--- src/rtl/hazard_unit.sv ---
// Hazard detection for the decode stage: operand forwarding select,
// Tnew/Tuse stall, multiply/divide busy window and a stall cycle counter.
module hazard_unit #(
    parameter int NSTAGE   = 3,
    parameter int AW       = 5,
    parameter int TW       = 2,
    parameter int MULT_LAT = 5,
    parameter int DIV_LAT  = 10,
    parameter int SW       = $clog2(NSTAGE + 1)
) (
    input  logic                 clk,
    input  logic                 reset_n,
    input  logic [AW-1:0]        id_a1,
    input  logic [AW-1:0]        id_a2,
    input  logic [TW-1:0]        id_tuse1,
    input  logic [TW-1:0]        id_tuse2,
    input  logic [NSTAGE*AW-1:0] prod_a3,
    input  logic [NSTAGE-1:0]    prod_we,
    input  logic [NSTAGE*TW-1:0] prod_tnew,
    input  logic                 mdu_start,
    input  logic                 mdu_is_div,
    input  logic                 mdu_cancel,
    input  logic                 id_mdu_req,
    input  logic                 cnt_clr,
    output logic                 stall,
    output logic [SW-1:0]        fwd_sel1,
    output logic [SW-1:0]        fwd_sel2,
    output logic                 mdu_busy,
    output logic [31:0]          stall_cnt
);

    localparam int MAXLAT = (MULT_LAT > DIV_LAT) ? MULT_LAT : DIV_LAT;
    localparam int CW     = $clog2(MAXLAT + 1);

    logic [AW-1:0] w_src  [2];
    logic [TW-1:0] w_tuse [2];
    logic [TW-1:0] w_tnew [2];
    logic [SW-1:0] w_idx  [2];
    logic [SW-1:0] w_sel  [2];
    logic [1:0]    w_hit;
    logic [1:0]    w_haz;
    logic          w_mdu_stall;

    logic [CW-1:0] r_mdu_cnt;
    logic [31:0]   r_stall_cnt;

    assign w_src[0]  = id_a1;
    assign w_src[1]  = id_a2;
    assign w_tuse[0] = id_tuse1;
    assign w_tuse[1] = id_tuse2;

    // Per operand: nearest matching producer decides hazard and forward path
    always_comb begin
        for (int n = 0; n < 2; n++) begin
            w_hit[n]  = 1'b0;
            w_idx[n]  = '0;
            w_tnew[n] = '0;
            for (int i = NSTAGE - 1; i >= 0; i--) begin
                if (prod_we[i] && (prod_a3[i*AW +: AW] == w_src[n])) begin
                    w_hit[n]  = 1'b1;
                    w_idx[n]  = SW'(i);
                    w_tnew[n] = prod_tnew[i*TW +: TW];
                end
            end
            if (w_src[n] == '0) begin
                w_hit[n] = 1'b0;
            end
            w_haz[n] = w_hit[n] && (w_tnew[n] > w_tuse[n]);
            w_sel[n] = (w_hit[n] && (w_tnew[n] == '0)) ? (w_idx[n] + SW'(1)) : '0;
        end
    end

    assign fwd_sel1    = w_sel[0];
    assign fwd_sel2    = w_sel[1];
    assign mdu_busy    = (r_mdu_cnt != '0);
    assign w_mdu_stall = id_mdu_req & (mdu_busy | mdu_start);
    assign stall       = w_haz[0] | w_haz[1] | w_mdu_stall;
    assign stall_cnt   = r_stall_cnt;

    // MDU busy countdown: cancel beats start, start beats decrement
    always_ff @(posedge clk or negedge reset_n) begin
        if (!reset_n) begin
            r_mdu_cnt <= '0;
        end else if (mdu_cancel) begin
            r_mdu_cnt <= '0;
        end else if (mdu_start) begin
            r_mdu_cnt <= mdu_is_div ? CW'(DIV_LAT) : CW'(MULT_LAT);
        end else if (r_mdu_cnt != '0) begin
            r_mdu_cnt <= r_mdu_cnt - CW'(1);
        end
    end

    // Saturating count of stalled cycles, clear has priority
    always_ff @(posedge clk or negedge reset_n) begin
        if (!reset_n) begin
            r_stall_cnt <= '0;
        end else if (cnt_clr) begin
            r_stall_cnt <= '0;
        end else if (stall && (r_stall_cnt != 32'hFFFF_FFFF)) begin
            r_stall_cnt <= r_stall_cnt + 32'd1;
        end
    end

endmodule

--- config.mk ---
export PLATFORM = sky130hd
export DESIGN_NAME = hazard_unit
export DESIGN_NICKNAME = d
export VERILOG_FILES = /design/src/rtl/hazard_unit.sv
export SDC_FILE = /design/constraint.sdc
export NUM_CORES = 1
export LEC_CHECK = 0
export CAP_MARGIN = 20
export CORE_MARGIN = 1.5
export CORE_UTILIZATION = 64
export DETAILED_ROUTE_END_ITERATION = 6
export DONT_BUFFER_PORTS = 1
export HOLD_SLACK_MARGIN = 0.05
export PLACE_DENSITY = 0.8
export SKIP_LAST_GASP = 1
export SYNTH_ARGS = -nofsm -noshare
export SYNTH_HDL_FRONTEND = slang
export SYNTH_SLANG_ARGS = --single-unit
--- constraint.sdc ---
create_clock -name clk -period 5.53 [get_ports clk]
set_input_delay 1.3825 -clock clk [delete_from_list [all_inputs] [get_ports clk]]
set_output_delay 1.3825 -clock clk [all_outputs]
set_load 0.05 [all_outputs]
==> results of run 1 <==
-- state kept, by name, summed over array words and instances (netlist names) --
signal,count
stall_cnt,32
r_mdu_cnt,4
-- worst max-delay path, delay by kind of cell --
family / cells / cell delay [ns]
fa+ha+maj: 1 / 0.21
compound gates: 3 / 0.61
mux: 1 / 0.30
xor+xnor: 1 / 0.14
simple gates: 4 / 0.87
buf+inv: 3 / 0.31
-- timing repair --
action	CTS	global route
gates resized for setup	0	1
hold endpoints to repair	0	0
setup endpoints to repair	0	1
-- final cells by class --
class,count,area share [%]
Timing Repair Buffer,7,1.85
Clock buffer,7,3.39
Inverter,10,1.32
Multi-Input combinational cell,248,59.6
Tap cell,50,2.20
Sequential cell,36,31.7
-- stage by stage --
stage | hold slack, ns | power, W | area (um^2) | std cells | setup slack (ns)
after CTS | 0.597 | 0.000570 | 2840 | 358 | 0.203
after global placement | 0.582 | 0.000367 | 2750 | 351 | 0.372
after detailed placement | 0.585 | 0.000369 | 2750 | 351 | 0.217
after floorplan | 0.548 | 0.000363 | 2700 | 311 | 0.0567
after global routing | 0.639 | 0.000592 | 2840 | 358 | 0.0840
final | 0.600 | 0.000565 | 2840 | 358 | 0.319
-- per-layer routing --
layer	share of wire, %	wire [um]	track usage, %	up-vias
li1	-	-	-	1162
met1	40	2440	31.7	1154
met2	50	3040	47.8	85
met3	9.0	547	10.7	7
met4	1.1	65	7.75	0
met5	0	0	0	-
-- final timing paths --
kind,from,end,cells past startpoint
min in group asynchronous,reset_n,stall_cnt[7],0
max in group asynchronous,reset_n,stall_cnt[17],0
worst min register to register,r_mdu_cnt[2],r_mdu_cnt[2],2
worst min-delay path,r_mdu_cnt[2],r_mdu_cnt[2],2
worst max register to register,stall_cnt[0],stall_cnt[29],8
worst max-delay path,prod_a3[8],stall,13
-- power by group through the flow --
stage	registers, W	clock network [W]	logic (W)
finish	0.000278	0.000201	0.0000864
detailed placement	0.000283	0	0.0000865
floorplan	0.000282	0	0.0000812
global route	0.000279	0.000216	0.0000969
global placement	0.000283	0	0.0000844
CTS	0.000278	0.000206	0.0000869
-- logic make-up (layout without fill, tap and decap cells) --
logic type | after synthesis | after routing | share of synthesized area (%)
adder cells (fa/ha/maj) | 6 | 6 | 2.78
flip-flops | 36 | 36 | 33.3
buffers and inverters | 27 | 24 | 5.18
XOR/XNOR | 33 | 33 | 10.7
AO/OA/AOI/OAI | 75 | 75 | 16.5
multiplexers | 7 | 7 | 2.92
AND/OR/NAND/NOR | 127 | 127 | 28.6
-- synthesized netlist by cell type, types with 10 or more instances --
library cell  instances  share of area, %
dfrtp_1              36                33
a21oi_1              32               5.9
or3_1                18               4.2
xnor2_1              18               5.8
o21ai_0              17               3.1
nand3_1              15               2.8
nor2_1               15               2.1
or4_1                15               4.2
xor2_1               15               4.9
nand2_1              12               1.7
nand4_1              12               2.8
o31ai_1              12               3.3
inv_1                10               1.4
==> flow_summary_export.csv, run 1 <==
group,metric,value,unit
worst_setup_path,crit_required,4.15,ns
clock_network,cts.sink_count,36,
layout,most-common-layout-cells,"dfrtp_1, a21oi_1, xnor2_1, or3_1, o21ai_0",
global_route,antenna_found_initial,0,
sta,worst-slew-pin-transition,0.649,ns
worst_setup_path,rrSetupSlack,2.30,ns
yosys,postSynthCellCount,311,
clock_network,htree_num_levels,2,
sta,max_freq,0.192,GHz
clock_network,clkLatencyLatePin,0.29,ns
routing,detailedRoute.firstPassIterationCount,4,
flow_run,max-cap-violations,0,
routing,total_wire_length_after_detailed_routing,6.09,mm
layout,multi_input_logic_area,1690,um^2
routing,antenna_violating_nets_post_route,0,
sta,max-slew-margin-rel,56.8,%
clock_network,cts_tree,"built",
worst_setup_path,worst-endpoint-arrival,3.83,ns
clock_network,clkSlewWorstSetupHoldPaths,0.07,ns
yosys,post_synth_instance_area,2700,um^2
global_route,grt_pass1_vias,2261,
worst_setup_path,timing.critical_path.to_type,"primary output",
global_route,grt_start_max_net_pins,59,
layout,fillers,330,
global_route,groute.usage.overall,27.7,%
pwr,power.sequential.fraction,49.2,%
layout,utilization,70.6,%
die,floorplan.initialDensity,67.1,%
yosys,synth_async_sr_flop_share,100,%
worst_setup_path,timing.critical_path.from_type,"primary input",
yosys,synth_edf_count,0,
pwr,comb_power_share,15.3,%
pwr,p_per_area,199,nW/um^2
clock_network,clock_tree.buffer_depth,2,
worst_setup_path,crit_fanout,5,
yosys,yosys_register_bits,36,
pwr,netSwitchingFraction,26.6,%
layout,nNetsFinal,359,
pwr,leakagePower,1.06,nW
die,design.core.area,4030,um^2
die,num_rows,23,
yosys,synth_cell_type_count,43,
sta,final_hold_viol_count,0,
routing,drt_drc_violations_left,0,
yosys,avgSynthCellArea,8.69,um^2
global_route,globalRoute.totalOverflow,0,
clock_network,root_buffer,"clkbuf_8",
sta,final_worst_path_cycle_share,94.2,%
worst_setup_path,worst_path_largest_cell_delay,0.30,ns
routing,vias_per_cell,6.73,
yosys,dominantRegCellSynth,"dfrtp_1",
place,globalplace.congestion,0.844,
routing,post_drt_wl_per_cell,17.0,um
pwr,cell_internal_pwr,0.000415,W
place,hpwlAfterDp,4.41,mm
routing,num_vias,2408,
pwr,ir_drop,0.000193,V
worst_setup_path,path_common_cell,"inv_1",
sta,accumulated_negative_setup_slack,0,ns
worst_hold_path,worstHoldPathType,"reg2reg",
worst_setup_path,crit_chain,"xor2_1 > nor4_1 > and3_1 > nor3_1 > a22o_1 > mux2_2 > inv_1 > ha_1 > a211oi_1 > o31ai_2 > and3_4 > inv_1 > buf_4",
die,io_pins,83,
yosys,mappedNetlistNets,362,
pwr,clkPwrFrac,35.5,%
global_route,first_pass_grt_wire_length,9.71,mm
layout,drive_above_1_share,10.1,%
clock_network,tritoncts.num_buffers,5,
place,port_buf_inserts,0,
status,run_status,"finished clean",
yosys,seq_area_frac_synth,33.3,%
layout,ff_latch_area,901,um^2
die,chipHeight,68,um
pwr,power_switching,0.000151,W
layout,synthToLayoutAreaGrowth,5.14,%
clock_network,cts_post_setup_buffers_inserted,0,
sta,fin_crit,5.21,ns
sta,finClkSkew,0.00521,ns
sta,setup_viol_count_final,0,
routing,drt_first_iter_violations,161,
sta,finalMaxSlewViolations,0,
die,design.die.area,4620,um^2
clock_network,cts_hold_repair.buffers,0,
layout,layout_commonest_cell,"dfrtp_1",
die,chipWidth,68,um
worst_setup_path,worst_path_max_delay_cell,"and3_1",
layout,antennaDiodeCount,0,
yosys,yosys_warns,0,
worst_setup_path,critical_path_class,"in2out",
sta,grt_setup_unrepaired,"false",
Power figures use the tool's default switching activity.
==> run 2, diff against run 1 <==
==> constraint.sdc (replaced) <==
create_clock -name clk -period 5.53 [get_ports clk]
set_input_delay 1.3825 -clock clk [delete_from_list [all_inputs] [get_ports clk]]
set_output_delay 1.3825 -clock clk [all_outputs]
set_load 0.02 [all_outputs]
==> run 2 against run 1 <==
Clock power is 11% lower. Non-clock buffer count is 1 lower. Core utilization is 1.3 points lower. Sequential power is 1% lower. Clock skew is 0.0034 ns higher. Combinational power is 12% lower. Final area is 1.8% lower. Maximum frequency is 1.9% higher. Count of clock-buffer cells in the layout is 1 lower. Highest routed layer unchanged.
==> flow_summary_export.csv, run 2 (synthesis gave the netlist of run 1 again) <==
group,metric,value,unit
worst_setup_path,timing.critical_path.from_type,"primary input",
worst_hold_path,worstHoldPathType,"reg2reg",
pwr,ir_drop,0.000100,V
die,design.die.area,4620,um^2
clock_network,cts_repair_resize_count,0,
die,io_pins,83,
die,design.core.area,4030,um^2
routing,drt_drc_violations_left,0,
layout,nNetsFinal,358,
routing,drt_first_iter_violations,164,
status,run_status,"finished clean",
layout,synthToLayoutAreaGrowth,3.24,%
clock_network,root_buffer,"clkbuf_8",
layout,layout_commonest_cell,"dfrtp_1",
worst_setup_path,worst-endpoint-arrival,3.73,ns
global_route,globalRoute.totalOverflow,0,
die,floorplan.initialDensity,67.1,%
global_route,groute.usage.overall,27.4,%
sta,finClkSkew,0.00862,ns
die,num_rows,23,
sta,worst-slew-pin-transition,0.456,ns
global_route,antenna_found_initial,0,
clock_network,htree_num_levels,2,
routing,post_drt_wl_per_cell,16.9,um
routing,vias_per_cell,6.71,
sta,fin_crit,5.11,ns
sta,final_worst_path_cycle_share,92.5,%
pwr,p_per_area,189,nW/um^2
die,chipWidth,68,um
place,hpwlAfterDp,4.41,mm
sta,finalMaxSlewViolations,0,
layout,largest_reg_flops,32,
layout,antennaDiodeCount,0,
sta,max-slew-margin-rel,69.6,%
layout,drive_above_1_share,8.14,%
sta,setup_viol_count_final,0,
sta,final.hold.worst_slack,0.594,ns
sta,final_hold_viol_count,0,
sta,setup_slack,0.417,ns
worst_setup_path,critical_path_class,"in2out",
sta,accumulated_negative_setup_slack,0,ns
sta,max_freq,0.196,GHz
clock_network,cts.sink_count,36,
clock_network,cts_post_setup_buffers_inserted,0,
place,detailedPlace.worstSlack,0.397,ns
worst_setup_path,crit_required,4.15,ns
clock_network,clock_tree.buffer_depth,2,
clock_network,tritoncts.num_buffers,5,
layout,utilization,69.3,%
flow_run,max-cap-violations,0,
clock_network,cts_hold_repair.buffers,0,
routing,detailedRoute.firstPassIterationCount,4,
worst_setup_path,timing.critical_path.to_type,"primary output",
routing,antenna_violating_nets_post_route,0,
clock_network,clkSlewWorstSetupHoldPaths,0.07,ns
place,port_buf_inserts,0,
clock_network,clkLatencyLatePin,0.29,ns
routing,num_vias,2395,
sta,grt_setup_unrepaired,"false",
routing,total_wire_length_after_detailed_routing,6.04,mm
pwr,p_total,0.000528,W
die,chipHeight,68,um
global_route,grt_pass1_vias,2273,
place,globalplace.congestion,0.848,
worst_setup_path,crit_fanout,5,
global_route,first_pass_grt_wire_length,9.75,mm
layout,most-common-layout-cells,"dfrtp_1, a21oi_1, xnor2_1, or3_1, o21ai_0",
global_route,grt_start_max_net_pins,58,
pwr,leakagePower,1.04,nW
clock_network,cts_tree,"built",
-- run 2: path summary, 6_finish.rpt --
path                              startpoint             to  slack (ns)  cells after the start
worst max-delay path              prod_a3[8]          stall        0.42                     12
worst min-delay path            r_mdu_cnt[3]   r_mdu_cnt[2]        0.59                      2
worst max register to register  stall_cnt[0]   stall_cnt[7]        2.56                      8
worst min register to register  r_mdu_cnt[3]   r_mdu_cnt[2]        0.59                      2
max in group asynchronous            reset_n  stall_cnt[15]        4.67                      0
min in group asynchronous            reset_n  stall_cnt[14]        0.78                      0
-- run 2: area by class of cell --
cell class	count	area, um^2
Clock inverter	1	5.00
Tap cell	50	62.6
Multi-Input combinational cell	248	1670
Clock buffer	6	72.6
Sequential cell	36	901
Timing Repair Buffer	6	45.0
Inverter	10	37.5
Fill cell	343	1240
-- run 2: power by group --
group	leakage, nW	total, W	switching (W)	internal [W]
logic	0.504	0.0000760	0.0000414	0.0000347
registers	0.498	0.000274	0.00000667	0.000268
clock network	0.0410	0.000178	0.0000922	0.0000856
total	1.04	0.000528	0.000140	0.000388
-- run 2: metrics by stage --
| stage | area (um^2) | cells |
|---|---|---|
| floorplan | 2700 | 311 |
| global placement | 2710 | 350 |
| detailed placement | 2710 | 350 |
| CTS | 2790 | 357 |
| global route | 2790 | 357 |
| finish | 2790 | 357 |
-- run 2: worst max-delay path: stages --
cell and delay [ns]:
xor2_1 0.14, nor4_1 0.28, and3_1 0.32, nor3_1 0.13
a22o_1 0.18, mux2_2 0.28, inv_1 0.07, ha_1 0.22
a211oi_1 0.28, o31ai_2 0.12, and3_4 0.18, inv_1 0.15
-- run 2: metal layers --
layer | share of wire (%) | wire (um) | vias up | GRT usage (%)
met5 | 0 | 0 | - | 0
met4 | 1.6 | 99 | 0 | 10.0
met3 | 7.8 | 472 | 12 | 7.40
met2 | 49 | 2960 | 87 | 45.5
met1 | 42 | 2510 | 1137 | 34.0
li1 | - | - | 1159 | -
